===== config.mk =====
export PLATFORM = sky130hd
export DESIGN_NAME = note_player
export DESIGN_NICKNAME = d
export VERILOG_FILES = /design/src/rtl/note_player.sv
export SDC_FILE = /design/constraint.sdc
export NUM_CORES = 1
export LEC_CHECK = 0
export CAP_MARGIN = 20
export CORE_MARGIN = 4
export CORE_UTILIZATION = 47
export DETAILED_ROUTE_END_ITERATION = 10
export GPL_ROUTABILITY_DRIVEN = 0
export PLACE_DENSITY = 0.77
export SYNTH_ARGS = -nofsm -noshare
export SYNTH_HDL_FRONTEND = slang
export SYNTH_SLANG_ARGS = --single-unit

===== constraint.sdc =====
create_clock -name clk -period 1.8 [get_ports clk]
set_input_delay 0.36 -clock clk [delete_from_list [all_inputs] [get_ports clk]]
set_output_delay 0.36 -clock clk [all_outputs]
set_load 0.02 [all_outputs]

===== src/rtl/note_player.sv =====
// Note timing and phase generation: latches a note from the song reader, fetches its
// phase step from the frequency ROM, counts beats and advances the phase on request.
module note_player #(
   parameter int unsigned STEP_W  = 20,
   parameter int unsigned PHASE_W = 22
) (
   input  logic               clk,
   input  logic               reset,
   input  logic               play_enable,
   input  logic [5:0]         note_to_load,
   input  logic [5:0]         duration_to_load,
   input  logic               load_new_note,
   input  logic               beat,
   input  logic               generate_next_sample,
   output logic [5:0]         freq_rom_addr,
   input  logic [STEP_W-1:0]  freq_rom_data,
   output logic [PHASE_W-1:0] phase,
   output logic               sample_valid,
   output logic               note_active,
   output logic               done_with_note
);

   localparam logic [1:0] IDLE  = 2'd0;
   localparam logic [1:0] FETCH = 2'd1;
   localparam logic [1:0] PLAY  = 2'd2;

   logic [1:0]         state_q, state_d;
   logic [5:0]         addr_q, addr_d;
   logic [PHASE_W-1:0] phase_q, phase_d;
   logic [STEP_W-1:0]  step_q, step_d;
   logic [5:0]         count_q, count_d;
   logic               sample_valid_q, sample_valid_d;
   logic               done_q, done_d;

   always_comb begin
      state_d        = state_q;
      addr_d         = addr_q;
      phase_d        = phase_q;
      step_d         = step_q;
      count_d        = count_q;
      sample_valid_d = 1'b0;
      done_d         = 1'b0;

      // A load pre-empts everything, including a coincident final beat.
      if (load_new_note) begin
         addr_d  = note_to_load;
         count_d = duration_to_load;
         phase_d = '0;
         state_d = FETCH;
      end else begin
         unique case (state_q)
            IDLE: begin
            end
            FETCH: begin
               step_d  = freq_rom_data;
               state_d = PLAY;
               // Zero-length notes end as soon as the step is in hand.
               if (play_enable && (count_q == 6'd0)) begin
                  done_d  = 1'b1;
                  state_d = IDLE;
               end
            end
            PLAY: begin
               if (play_enable) begin
                  if (generate_next_sample) begin
                     sample_valid_d = 1'b1;
                     phase_d = (addr_q != 6'd0) ? phase_q + PHASE_W'(step_q) : '0;
                  end
                  if (count_q == 6'd0) begin
                     done_d  = 1'b1;
                     state_d = IDLE;
                  end else if (beat) begin
                     count_d = count_q - 6'd1;
                     if (count_q == 6'd1) begin
                        done_d  = 1'b1;
                        state_d = IDLE;
                     end
                  end
               end
            end
            default: state_d = IDLE;
         endcase
      end
   end

   always_ff @(posedge clk) begin
      if (reset) begin
         state_q        <= IDLE;
         addr_q         <= '0;
         phase_q        <= '0;
         step_q         <= '0;
         count_q        <= '0;
         sample_valid_q <= 1'b0;
         done_q         <= 1'b0;
      end else begin
         state_q        <= state_d;
         addr_q         <= addr_d;
         phase_q        <= phase_d;
         step_q         <= step_d;
         count_q        <= count_d;
         sample_valid_q <= sample_valid_d;
         done_q         <= done_d;
      end
   end

   assign freq_rom_addr  = addr_q;
   assign phase          = phase_q;
   assign sample_valid   = sample_valid_q;
   assign done_with_note = done_q;
   assign note_active    = (state_q == PLAY) && (addr_q != 6'd0);

endmodule


==> results of run 1 <==
[Yosys cell counts, types with 2 or more instances]
| cell | number |
|---|---|
| a21oi_1 | 43 |
| mux2i_1 | 11 |
| xor2_1 | 3 |
| clkbuf_1 | 11 |
| nand4_1 | 7 |
| or3_1 | 5 |
| buf_6 | 2 |
| buf_2 | 8 |
| o21ai_1 | 6 |
| a31oi_1 | 3 |
| nand3_1 | 16 |
| o211ai_1 | 2 |
| inv_1 | 9 |
| xnor2_1 | 13 |
| nor2b_1 | 3 |
| a21boi_0 | 2 |
| a32o_1 | 2 |
| a41oi_1 | 2 |
| a211oi_1 | 4 |
| a22oi_1 | 5 |
| ha_1 | 26 |
| and2_1 | 4 |
| nor4_1 | 2 |
| nor2_1 | 42 |
| o21ai_0 | 20 |
| o21a_1 | 2 |
| a21oi_2 | 3 |
| nand2_1 | 74 |
| and3_1 | 4 |
| nor3_1 | 7 |
| dfxtp_1 | 58 |
| a21o_1 | 7 |
| nand2b_1 | 7 |
| o31ai_1 | 2 |
[cells by family (layout without fill, tap and decap cells)]
kind of cell / after synthesis / after routing / share of synthesized area [%]
flops: 58 / 58 / 33.42
mux: 11 / 11 / 3.169
buf+inv: 30 / 165 / 3.961
fa+ha+maj: 27 / 27 / 9.939
simple gates: 178 / 178 / 23.37
xor+xnor: 16 / 16 / 4.033
compound gates: 117 / 117 / 22.11
[what timing repair did]
action                     4_1_cts  5_1_grt
setup endpoints to repair       17       34
resized for setup               30       37
buffers inserted                 3        2
hold buffers                     0        0
pin swaps                       21       14
[power by group]
group / internal, uW / total (uW) / switching, uW
sequential: 1320 / 1350 / 34.7
clock: 665 / 1200 / 537
combinational: 213 / 409 / 195
total: 2190 / 2960 / 767
[flip-flops by register name, indices dropped and copies added, names as in the netlist]
name / count
done_with_note: 1
sample_valid: 1
state_q: 2
count_q: 6
freq_rom_addr: 6
phase: 22
step_q: 20
[stage by stage]
step | cells | hold WS [ns]
final | 671 | 0.4627
after CTS | 669 | 0.4659
after floorplan | 437 | 0.4400
after global routing | 671 | 0.4942
after detailed placement | 650 | 0.4566
after global placement | 650 | 0.4528
[layout make-up]
cell class	count	share of cell area (%)
timing repair buffer	140	23.69
sequential	58	22.62
tap	99	2.352
clock inverter	4	0.7840
multi-input combinational	349	47.16
inverter	9	0.6415
clock buffer	12	2.756
[layer usage]
layer / vias up / global-route usage [%] / part of all wire (%)
met4: 0 / 9.868 / 2.1
met5: - / 0 / 0
met1: 1784 / 28.49 / 41
met3: 17 / 4.728 / 6.4
met2: 148 / 42.52 / 50
li1: 1803 / - / -
[worst max-delay path, stage by stage, from the launching register on]
cell and delay, ns:
dfxtp_1 0.32, ha_1 0.37, nand2_1 0.18, nor4_1 0.43
o21ai_2 0.15, o31ai_4 0.10, o21ai_1 0.12, a32o_1 0.26
[path summary, 6_finish.rpt]
path                            from                 endpoint  slack (ns)  cells after the start
max          step_q[10]$_SDFFE_PP0P_   phase[14]$_SDFFE_PP0P_       -0.24                      7
min          step_q[17]$_SDFFE_PP0P_  step_q[17]$_SDFFE_PP0P_        0.46                      2
max reg2reg  step_q[10]$_SDFFE_PP0P_   phase[14]$_SDFFE_PP0P_       -0.24                      7
min reg2reg  step_q[17]$_SDFFE_PP0P_  step_q[17]$_SDFFE_PP0P_        0.46                      2
==> metrics.md, run 1 <==
| Metric | Value |
|---|---|
| Run status | `complete, but fails checks` |
| Failing checks | `negative setup slack` |
| CTS clk-pin slew, worst paths | `0.07 ns` |
| Core Util, Final | `73.00%` |
| Slew Viols, Final | `0` |
| Num Clock Sinks | `58` |
| Syn avg cell area | `7.951 um2` |
| Cell area after layout | `5266 um2` |
| Site Rows | `31` |
| DRC viols | `0` |
| Number of H-tree levels | `3` |
| Number of flops mapped to enable cells by yosys | `0` |
| Die ar. | `8832 um2` |
| CP startpoint kind | `register` |
| Fmax | `0.4909 GHz` |
| Largest net degree at the start of global routing | `34` |
| Mapped Area | `3475 um2` |
| Setup TNS | `-1.026 ns` |
| CTS tree | `built` |
| Critical Path AT | `2.28 ns` |
| Reg area | `1191 um2` |
| Multi-input gate area | `2484 um2` |
| Post-synth net total | `502` |
| CP endpoint kind | `register` |
| PortBufs | `68` |
| Required time worst endpoint | `2.04 ns` |
| Worst Path Max Fanout | `5` |
| Total power | `2961 uW` |
| IO Count | `69` |
| Crit share post-route | `113.2%` |
| DRT Wirelength | `10600 um` |
| Worst-case clock buffer depth | `2` |
| Vias in the first global route | `3809` |
| Placed Area | `4795 um2` |
| Mapped Cells | `437` |
| Initial antenna violation count | `0` |
| Synth Flop Type | `dfxtp_1` |
| Violation count after the first detailed-route iteration | `151` |
| Dominant cell type by area after synthesis | `dfxtp_1` |
| Worst vdd ir | `393.2 uV` |
| Asr flop ratio synth | `0%` |
| Fin Clk Skew | `0.01131 ns` |
| Nets@finish | `632` |
| Wirelength per Cell | `15.79 um` |
| GR Overflow Total | `0` |
| Initial core utilization | `48.16%` |
| Number of synthesized register bits | `58` |
| Area share of the largest cell type after synthesis | `33.42%` |
| Leakage | `0.002199 uW` |
| Critical path type | `reg2reg` |
| Relative slew margins | `74.20%` |
| Min cycle time layout | `2.037 ns` |
| First-pass GRT wire length | `17140 um` |
| Core area | `7214 um2` |
| Layout Area Growth over Synthesis | `51.57%` |
| Commonest non-fill, non-tap cell in the layout | `nand2_1` |
| Drt first pass iters | `5` |
| Share of layout cells above drive strength 1 | `27.80%` |
| Clock Latency Late Sink | `0.35 ns` |
| Hold Violations, Final | `0` |
| Fraction of the yosys area taken by sequential cells | `33.42%` |
| Clock buffer count from CTS | `9` |
| Max_cap viols | `0` |
| Yosys cell types | `56` |
| Antenna cells | `0` |
| Synth warn | `0` |
| Chip height | `93.98 um` |
| Slew @ Worst Pin | `0.3842 ns` |
| Overall global routing resource usage | `24.14%` |
| Worst Hold Class | `reg2reg` |
| Cell Pwr Density | `562.2 nW/um2` |
| Routed vias/inst | `5.592` |
| Die X | `93.98 um` |
| Post-DRT Antenna Nets | `0` |
| Worst setup margin | `-0.2373 ns` |
| DP Worst Slack | `-0.3034 ns` |
| DR vias | `3752` |
| RSZ-0062 raised after global routing | `yes` |
| Number of fill cells in the layout | `547` |
| Top cells by area, synth | `dfxtp_1 33%, ha_1 9.4%, nand2_1 8.0%` |
| Final number of setup-violating endpoints | `14` |
| Root Driver | `clkbuf_8` |
| Final HPWL DP | `7518 um` |
| Most frequent cells in the layout | `74 x nand2_1, 71 x buf_4, 57 x clkdlybuf4s50_1` |
(Power assumes the default switching activity.)
==> run 2, diff against run 1 <==
--- a/config.mk
+++ b/config.mk
@@ -11,6 +11,7 @@
 export DETAILED_ROUTE_END_ITERATION = 10
 export GPL_ROUTABILITY_DRIVEN = 0
 export PLACE_DENSITY = 0.77
+export SLEW_MARGIN = 20
 export SYNTH_ARGS = -nofsm -noshare
 export SYNTH_HDL_FRONTEND = slang
 export SYNTH_SLANG_ARGS = --single-unit
==> results of run 2 <==
The final DEF is identical to that of run 1; final timing and power are the same.
==> run 3, diff against run 2 <==
--- a/config.mk
+++ b/config.mk
@@ -6,11 +6,15 @@
 export NUM_CORES = 1
 export LEC_CHECK = 0
 export CAP_MARGIN = 20
+export CELL_PAD_IN_SITES_DETAIL_PLACEMENT = 1
+export CELL_PAD_IN_SITES_GLOBAL_PLACEMENT = 1
 export CORE_MARGIN = 4
-export CORE_UTILIZATION = 47
+export CORE_UTILIZATION = 34
 export DETAILED_ROUTE_END_ITERATION = 10
 export GPL_ROUTABILITY_DRIVEN = 0
-export PLACE_DENSITY = 0.77
+export HOLD_SLACK_MARGIN = 0.05
+export MAX_ROUTING_LAYER = met4
+export PLACE_DENSITY_LB_ADDON = 0.1
 export SLEW_MARGIN = 20
 export SYNTH_ARGS = -nofsm -noshare
 export SYNTH_HDL_FRONTEND = slang
==> run 3 against run 2 <==
The flow still finishes with violations (negative setup slack). Setup slack gained 0.018 ns. Die area grew 35%. Sequential power is essentially flat. Via count shrank 1.9%. Non-clock buffer count grew 13. Global-route usage shrank 2.5 points. Clock skew shrank 0.0033 ns. Clock power is essentially flat. Largest cell class unchanged. Largest power group unchanged.
==> metrics.md, run 3 (same netlist as run 1, synthesis figures left out) <==
| Metric | Value |
|---|---|
| Overall global routing resource usage | `21.61%` |
| Slew @ Worst Pin | `0.3828 ns` |
| Wirelength per Cell | `17.32 um` |
| Number of H-tree levels | `3` |
| DR vias | `3681` |
| Run status | `complete, but fails checks` |
| Commonest non-fill, non-tap cell in the layout | `buf_4` |
| Core area | `9864 um2` |
| Nets@finish | `645` |
| Min cycle time layout | `2.019 ns` |
| Worst Hold Class | `reg2reg` |
| Required time worst endpoint | `2.04 ns` |
| Met2 wire length | `6341 um` |
| DRC viols | `0` |
| RSZ-0062 raised after global routing | `yes` |
| Relative slew margins | `74.29%` |
| Die ar. | `11900 um2` |
| Drt first pass iters | `4` |
| Worst Path Max Fanout | `3` |
| Die X | `109.1 um` |
| Setup TNS | `-1.375 ns` |
| Largest net degree at the start of global routing | `34` |
| DP Worst Slack | `-0.3762 ns` |
| Chip height | `109.1 um` |
| PortBufs | `68` |
| GR Overflow Total | `0` |
| CP endpoint kind | `register` |
| Antenna cells | `0` |
| Crit share post-route | `112.2%` |
| IO Count | `69` |
| Uppermost layer routed | `met4` |
| WL met1 | `5360 um` |
| Initial antenna violation count | `0` |
| Final number of setup-violating endpoints | `14` |
| Share of layout cells above drive strength 1 | `33.16%` |
| Clock buffer count from CTS | `9` |
| Inst Count DP | `696` |
| Root Driver | `clkbuf_8` |
| Hold slack | `0.4622 ns` |
| Fmax | `0.4953 GHz` |
| Critical path type | `reg2reg` |
| CTS tree | `built` |
| CTS clk-pin slew, worst paths | `0.07 ns` |
| Violation count after the first detailed-route iteration | `94` |
| Slew Viols, Final | `0` |
| Hold Violations, Final | `0` |
| DRT Wirelength | `12440 um` |
| Vias in the first global route | `3928` |
| Initial core utilization | `35.22%` |
| Worst vdd ir | `414.2 uV` |
| Cell area after layout | `5524 um2` |
| Max_cap viols | `0` |
| Most frequent cells in the layout | `83 x buf_4, 69 x nand2_1, 52 x clkdlybuf4s50_1` |
| Layout Area Growth over Synthesis | `58.98%` |
| Leakage | `0.002314 uW` |
| Worst setup margin | `-0.2191 ns` |
| Max FFs per register | `22` |
| Cell Pwr Density | `544.3 nW/um2` |
| Number of fill cells in the layout | `1159` |
| Failing checks | `negative setup slack` |
| First-pass GRT wire length | `19220 um` |
| CP startpoint kind | `register` |
| Site Rows | `36` |
| Routed vias/inst | `5.127` |
| Placed Area | `4940 um2` |
| Clock Latency Late Sink | `0.35 ns` |
| WL met3 | `423 um` |
| Fin Clk Skew | `0.008038 ns` |
| Worst-case clock buffer depth | `2` |
| Critical Path AT | `2.26 ns` |
| Final HPWL DP | `9009 um` |
| Final non-filler cell total | `718` |
| Num Clock Sinks | `58` |
| Post-DRT Antenna Nets | `0` |
-- run 3: cell types whose count changed in the layout (fill, tap and decap cells not counted), sizes merged --
cell	delta
buf	+15
dlygate4sd2	+3
dlymetal6s2s	+1
clkinvlp	+1
bufinv	-1
clkdlybuf4s15	-1
clkdlybuf4s50	-5
-- run 3: report_power, final --
part           leakage (uW)  total [uW]  internal, uW  switching, uW
Sequential         0.000483        1350          1320           36.5
Combinational       0.00173         425           221            203
Clock              0.000103        1230           651            579
-- run 3: final timing paths --
check | start | end | slack, ns | cells past startpoint
min reg2reg | step_q[7]$_SDFFE_PP0P_ | step_q[7]$_SDFFE_PP0P_ | 0.46 | 2
min | step_q[7]$_SDFFE_PP0P_ | step_q[7]$_SDFFE_PP0P_ | 0.46 | 2
max | phase[1]$_SDFFE_PP0P_ | phase[15]$_SDFFE_PP0P_ | -0.22 | 7
max reg2reg | phase[1]$_SDFFE_PP0P_ | phase[15]$_SDFFE_PP0P_ | -0.22 | 7
-- run 3: through the flow --
step / util [%] / total power [uW]
after global routing: 56.00 / 3149
after floorplan: - / 1564
after detailed placement: 50.08 / 1776
after global placement: 50.08 / 1760
after CTS: 53.21 / 3018
final: 56.00 / 3006
-- run 3: cell type report --
class / instances / area, um2 / area share, %
clock buffers: 12 / 176.4 / 3.194
clock inverters: 4 / 22.52 / 0.4077
inverters: 9 / 33.78 / 0.6116
multi-input cells: 349 / 2580 / 46.70
flip-flops and latches: 58 / 1194 / 21.61
well taps: 133 / 166.4 / 3.012
repair buffers: 153 / 1351 / 24.46
-- run 3: what timing repair did --
action	in CTS	in global routing
hold buffers	0	0
setup endpoints to repair	21	31
pin swaps	16	27
endpoints found under the hold margin	0	0
buffers inserted	1	5
resized for setup	32	64
-- run 3: critical path, cell delays in order (launching register included) --
cell and delay (ns):
dfxtp_4 0.35, ha_4 0.25, a21o_1 0.12, nand4_1 0.14, a211o_4 0.40, a211oi_4 0.30, o21ai_1 0.12, a32o_1 0.23
-- run 3: per-layer routing --
layer	vias up	track usage, %
met3	21	4.381
met1	1755	25.23
met4	0	6.853
met2	68	37.15
met5	-	-
li1	1837	-
==> RTL edit 1: new RTL, settings of run 1 <==
Set the parameter `STEP_W` to 30 (it was 20).
--- a/src/rtl/note_player.sv
+++ b/src/rtl/note_player.sv
@@ -1,7 +1,7 @@
 // Note timing and phase generation: latches a note from the song reader, fetches its
 // phase step from the frequency ROM, counts beats and advances the phase on request.
 module note_player #(
-   parameter int unsigned STEP_W  = 20,
+   parameter int unsigned STEP_W  = 30,
    parameter int unsigned PHASE_W = 22
 ) (
    input  logic               clk,
Ports: changed (resized freq_rom_data); port bits go from 69 to 79. The function was not compared with the original's and may differ.
==> RTL edit 1 against run 1 <==
  * The run still ends with negative setup slack left
  * Wire length down 0.27%
  * Area after synthesis down 3.2%
  * Count of clock-buffer cells in the layout down 3
  * First-iteration DRC count up 4.6%
  * Sequential cell count up 2
  * Non-clock buffer count up 28
  * Setup slack worse by 0.20 ns
  * Largest cell class unchanged
  * Total power up 3.7%
  * Global-route usage up 0.30 points
  * Cell area up 2.6%
==> RTL edit 1: results (changes against run 1) <==
status - complete, but fails checks
failing checks - negative setup slack
Post-Synth Adder-Cell Area - 10.6% (+0.70 points)
htree depth - 3 (unchanged)
XOR/XNOR Fraction of Synth Area - 5.47% (+1.4 points)
Synth Area in Compound Gates - 24.1% (+2.0 points)
mux cell area share after synthesis - 1.79% (-1.4 points)
Starting DRT DRC Count - 158 (+4.6%)
CP max-delay cell - o21ai_0
Avg Vias per Cell - 5.40 (-3.5%)
Pleak - 2.39 nW (+8.5%)
worst hold path class - reg -> reg
Reg2Reg Depth - 9 (+2)
Buffers on Ports - 70 (+2.9%)
first-pass GRT wire length - 16.8 mm (-1.9%)
hpwl dp - 7.25 mm (-3.5%)
share of flip-flops with an asynchronous set or reset - 0% (unchanged)
Worst Max-Slew Pin Slew - 0.422 ns (+0.0377 ns)
crit-path max FO - 4 (-1)
Syn Nets - 485 (-3.4%)
gr usage total - 24.4% (+0.30 points)
WP data arrival - 2.49 ns (+0.21 ns)
vias in the first global route - 3684 (-3.3%)
ranking of synthesized cells by area - dfxtp_1, ha_1, a21oi_1, nand2_1, nor2_1
Final nets - 644 (+1.9%)
setup violators final - 17 (+3)
proportion of layout cells with a drive suffix above 1 - 32.3% (+4.5 points)
met3 usage in global routing - 5.69% (+0.96 points)
met2 usage - 42.2% (-0.28 points)
synth unique cells - 53 (-5.4%)
worst slack at placement - -0.479 ns (-0.175 ns)
initial antenna violation count - 0 (unchanged)
clock buffer depth - 2 (unchanged)
Routed WL - 10.6 mm (-0.27%)
Clock transition at path regs - 0.07 ns (about the same)
met1 Usage GRT - 29.1% (+0.63 points)
Post-DP Area - 0.00495 mm² (+3.2%)
Max VDD drop - 476 µV (+21%)
P_int - 2.22 mW (+1.4%)
clock skew - 0.0109 ns (-0.000422 ns)
crit-path max cell delay - 0.36 ns (-0.07 ns)
First-pass DRT Iterations - 5 (unchanged)
largest net degree at the start of global routing - 36 (+5.9%)
Setup WS post-layout - -0.441 ns (-0.204 ns)
Post-synth top cells - nand2_1, dfxtp_1, a21oi_1, nor2_1, ha_1
Seq/Total Area, Yosys - 35.7% (+2.3 points)
-- RTL edit 1: cell types whose count changed after synthesis, moves of 5 or more --
| cell | change |
|---|---|
| xor2_1 | +5 |
| o21ai_0 | -8 |
| buf_2 | -8 |
| nand3_1 | -6 |
| a22o_1 | +13 |
| clkbuf_1 | +7 |
| nand2_1 | -7 |
| o21ai_1 | -5 |
| nand2b_1 | -5 |
| mux2i_1 | -5 |
| a21oi_1 | +9 |
| nand4_1 | -5 |
-- RTL edit 1: final timing paths --
kind	slack, ns	startpoint	to
max reg2reg	-0.44	phase[7]	phase[14]
min	0.47	step_q[15]	step_q[15]
min reg2reg	0.47	step_q[15]	step_q[15]
max	-0.44	phase[7]	phase[14]
-- RTL edit 1: cell type report --
cell class / instances / area, µm²
tap: 96 / 120
clock buffer: 9 / 124
multi-input combinational: 316 / 2330
clock inverter: 7 / 75.1
timing repair buffer: 168 / 1470
inverter: 13 / 48.8
fill: 451 / 1470
sequential: 60 / 1240
-- RTL edit 1: power groups by stage --
stage                     Clock (mW)  Sequential (mW)  Combinational, mW
after CTS                       1.28             1.39              0.400
final                           1.27             1.39              0.414
after global routing            1.33             1.39              0.451
after global placement             0             1.41              0.377
after floorplan                    0             1.42              0.182
after detailed placement           0             1.41              0.388
-- RTL edit 1: worst max-delay path: cells and delay by family (launching register included) --
family,cells,cell delay (ns)
adder cells (fa/ha/maj),1,0.26
AO/OA/AOI/OAI,5,1.17
buffers and inverters,1,0.13
flip-flops,1,0.35
AND/OR/NAND/NOR,1,0.08
XOR/XNOR,1,0.14
-- RTL edit 1: metal layers --
| layer | vias to the layer above | wire length, µm | share of wire (%) |
|---|---|---|---|
| li1 | 1753 | - | - |
| met1 | 1685 | 4460 | 42 |
| met2 | 148 | 5110 | 48 |
| met3 | 24 | 752 | 7.1 |
| met4 | 0 | 248 | 2.3 |
| met5 | - | 0 | 0 |
-- RTL edit 1: metrics by stage --
step	TNS, ns	total power, mW	util [%]	hold slack, ns	instances
after global placement	-4.43	1.79	72.0	0.449	643
after global routing	-6.40	3.18	78.7	0.485	669
final	-5.00	3.07	78.7	0.466	669
after detailed placement	-5.41	1.80	72.0	0.453	643
after floorplan	-2.38	1.60	-	0.440	409
after CTS	-4.55	3.06	76.3	0.465	663
-- RTL edit 1: timing repair --
item | 4_1_cts | 5_1_grt
endpoints found under the setup margin | 22 | 32
setup buffers | 5 | 7
gates resized for setup | 31 | 29
pin swaps | 11 | 12
-- RTL edit 1: cell families (layout without fill, tap and decap cells) --
family	Yosys count	count (layout)
and+or+nand+nor	145	145
AOI/OAI and AO/OA	116	116
DFF	60	60
buffers and inverters	33	197
adders and majority gates	28	28
xor gates and xnor gates	21	21
muxes	6	6
==> RTL edit 2: new RTL, flow settings as in run 1 <==
Made on the original files. Register the output `phase` once more; this adds one clock of latency there. The other outputs are not delayed to match.
--- a/src/rtl/note_player.sv
+++ b/src/rtl/note_player.sv
@@ -104,7 +104,9 @@
    end
 
    assign freq_rom_addr  = addr_q;
-   assign phase          = phase_q;
+   always_ff @(posedge clk) begin
+      phase <= phase_q;
+   end
    assign sample_valid   = sample_valid_q;
    assign done_with_note = done_q;
    assign note_active    = (state_q == PLAY) && (addr_q != 6'd0);
Behaviour: not the same (a bounded check fails within 4 cycles, from zero or initial values and one cycle with reset high).
==> RTL edit 2 against run 1 <==
  * The flow still finishes with violations (negative setup slack)
  * Area after synthesis increased by 5.7%
  * Sequential cell count increased by 22
  * Wire length decreased by 14%
  * Core utilization decreased by 1.3 points
  * Cell area increased by 0.83%
  * Die area increased by 5.2%
  * Setup slack got worse by 0.10 ns
  * Total power increased by 21%
  * Critical endpoint is now phase_q[20]
  * Largest cell class unchanged
==> RTL edit 2: results (changes against run 1) <==
status - complete, but fails checks
failing checks - negative setup slack
met2 usage - 36.7% (-5.8 points)
Setup WS post-layout - -0.342 ns (-0.105 ns)
CP max-delay cell - dfxtp_2
vias post-DR - 3417 (-8.9%)
Cells after DPL - 636 (-2.2%)
Pleak - 2.14 nW (-2.8%)
WL met3 - 558 µm (-18%)
Hold WS - 0.373 ns (-0.0901 ns)
clock skew - 0.00929 ns (-0.00201 ns)
area occupied by multi-input gates - 0.00214 mm² (-14%)
clock buffers - 10 (-2)
r2r startpoint - phase_q[0]
proportion of layout cells with a drive suffix above 1 - 23.1% (-4.7 points)
met2 wire len - 4.68 mm (-12%)
WP data arrival - 2.38 ns (+0.10 ns)
Starting DRT DRC Count - 131 (-13%)
first-pass GRT wire length - 14.6 mm (-15%)
Final nets - 619 (-2.1%)
final cell count without fillers - 658 (-1.9%)
Post-DP Area - 0.00493 mm² (+2.8%)
sequential cell area share - 30.3% (+7.7 points)
Syn Nets - 489 (-2.6%)
Max VDD drop - 425 µV (+8.1%)
crit-path max cell delay - 0.36 ns (-0.07 ns)
Fillers - 541 (-1.1%)
Slew HR - 74.1% (-0.088 points)
setup violators final - 16 (+2)
-- RTL edit 2: cell types whose count changed after synthesis, sizes merged, moves of 4 or more --
cell | before | now
buf | 10 | 6
nand4 | 7 | 3
a21oi | 47 | 51
nor2 | 43 | 38
or3 | 5 | 1
dfxtp | 58 | 80
xor2 | 3 | 11
mux2i | 11 | 6
-- RTL edit 2: repair_timing --
item	in CTS	in global routing
buffers inserted	5	4
endpoints found under the setup margin	19	24
pin swaps	20	17
resized for setup	18	22
-- RTL edit 2: logic make-up (layout without fill, tap and decap cells) --
kind of cell	after synthesis	in the layout	synth area share, %
multiplexers	6	6	1.64
adder cells (fa/ha/maj)	27	27	9.40
XOR/XNOR	22	22	5.25
buffers and inverters	26	161	2.93
flip-flops	80	80	43.6
AND/OR/NAND/NOR	155	155	18.4
AO/OA/AOI/OAI	108	108	18.8
-- RTL edit 2: power by group --
part	switching, mW	internal [mW]
clock network	0.683	0.683
logic	0.174	0.197
registers	0.0304	1.80
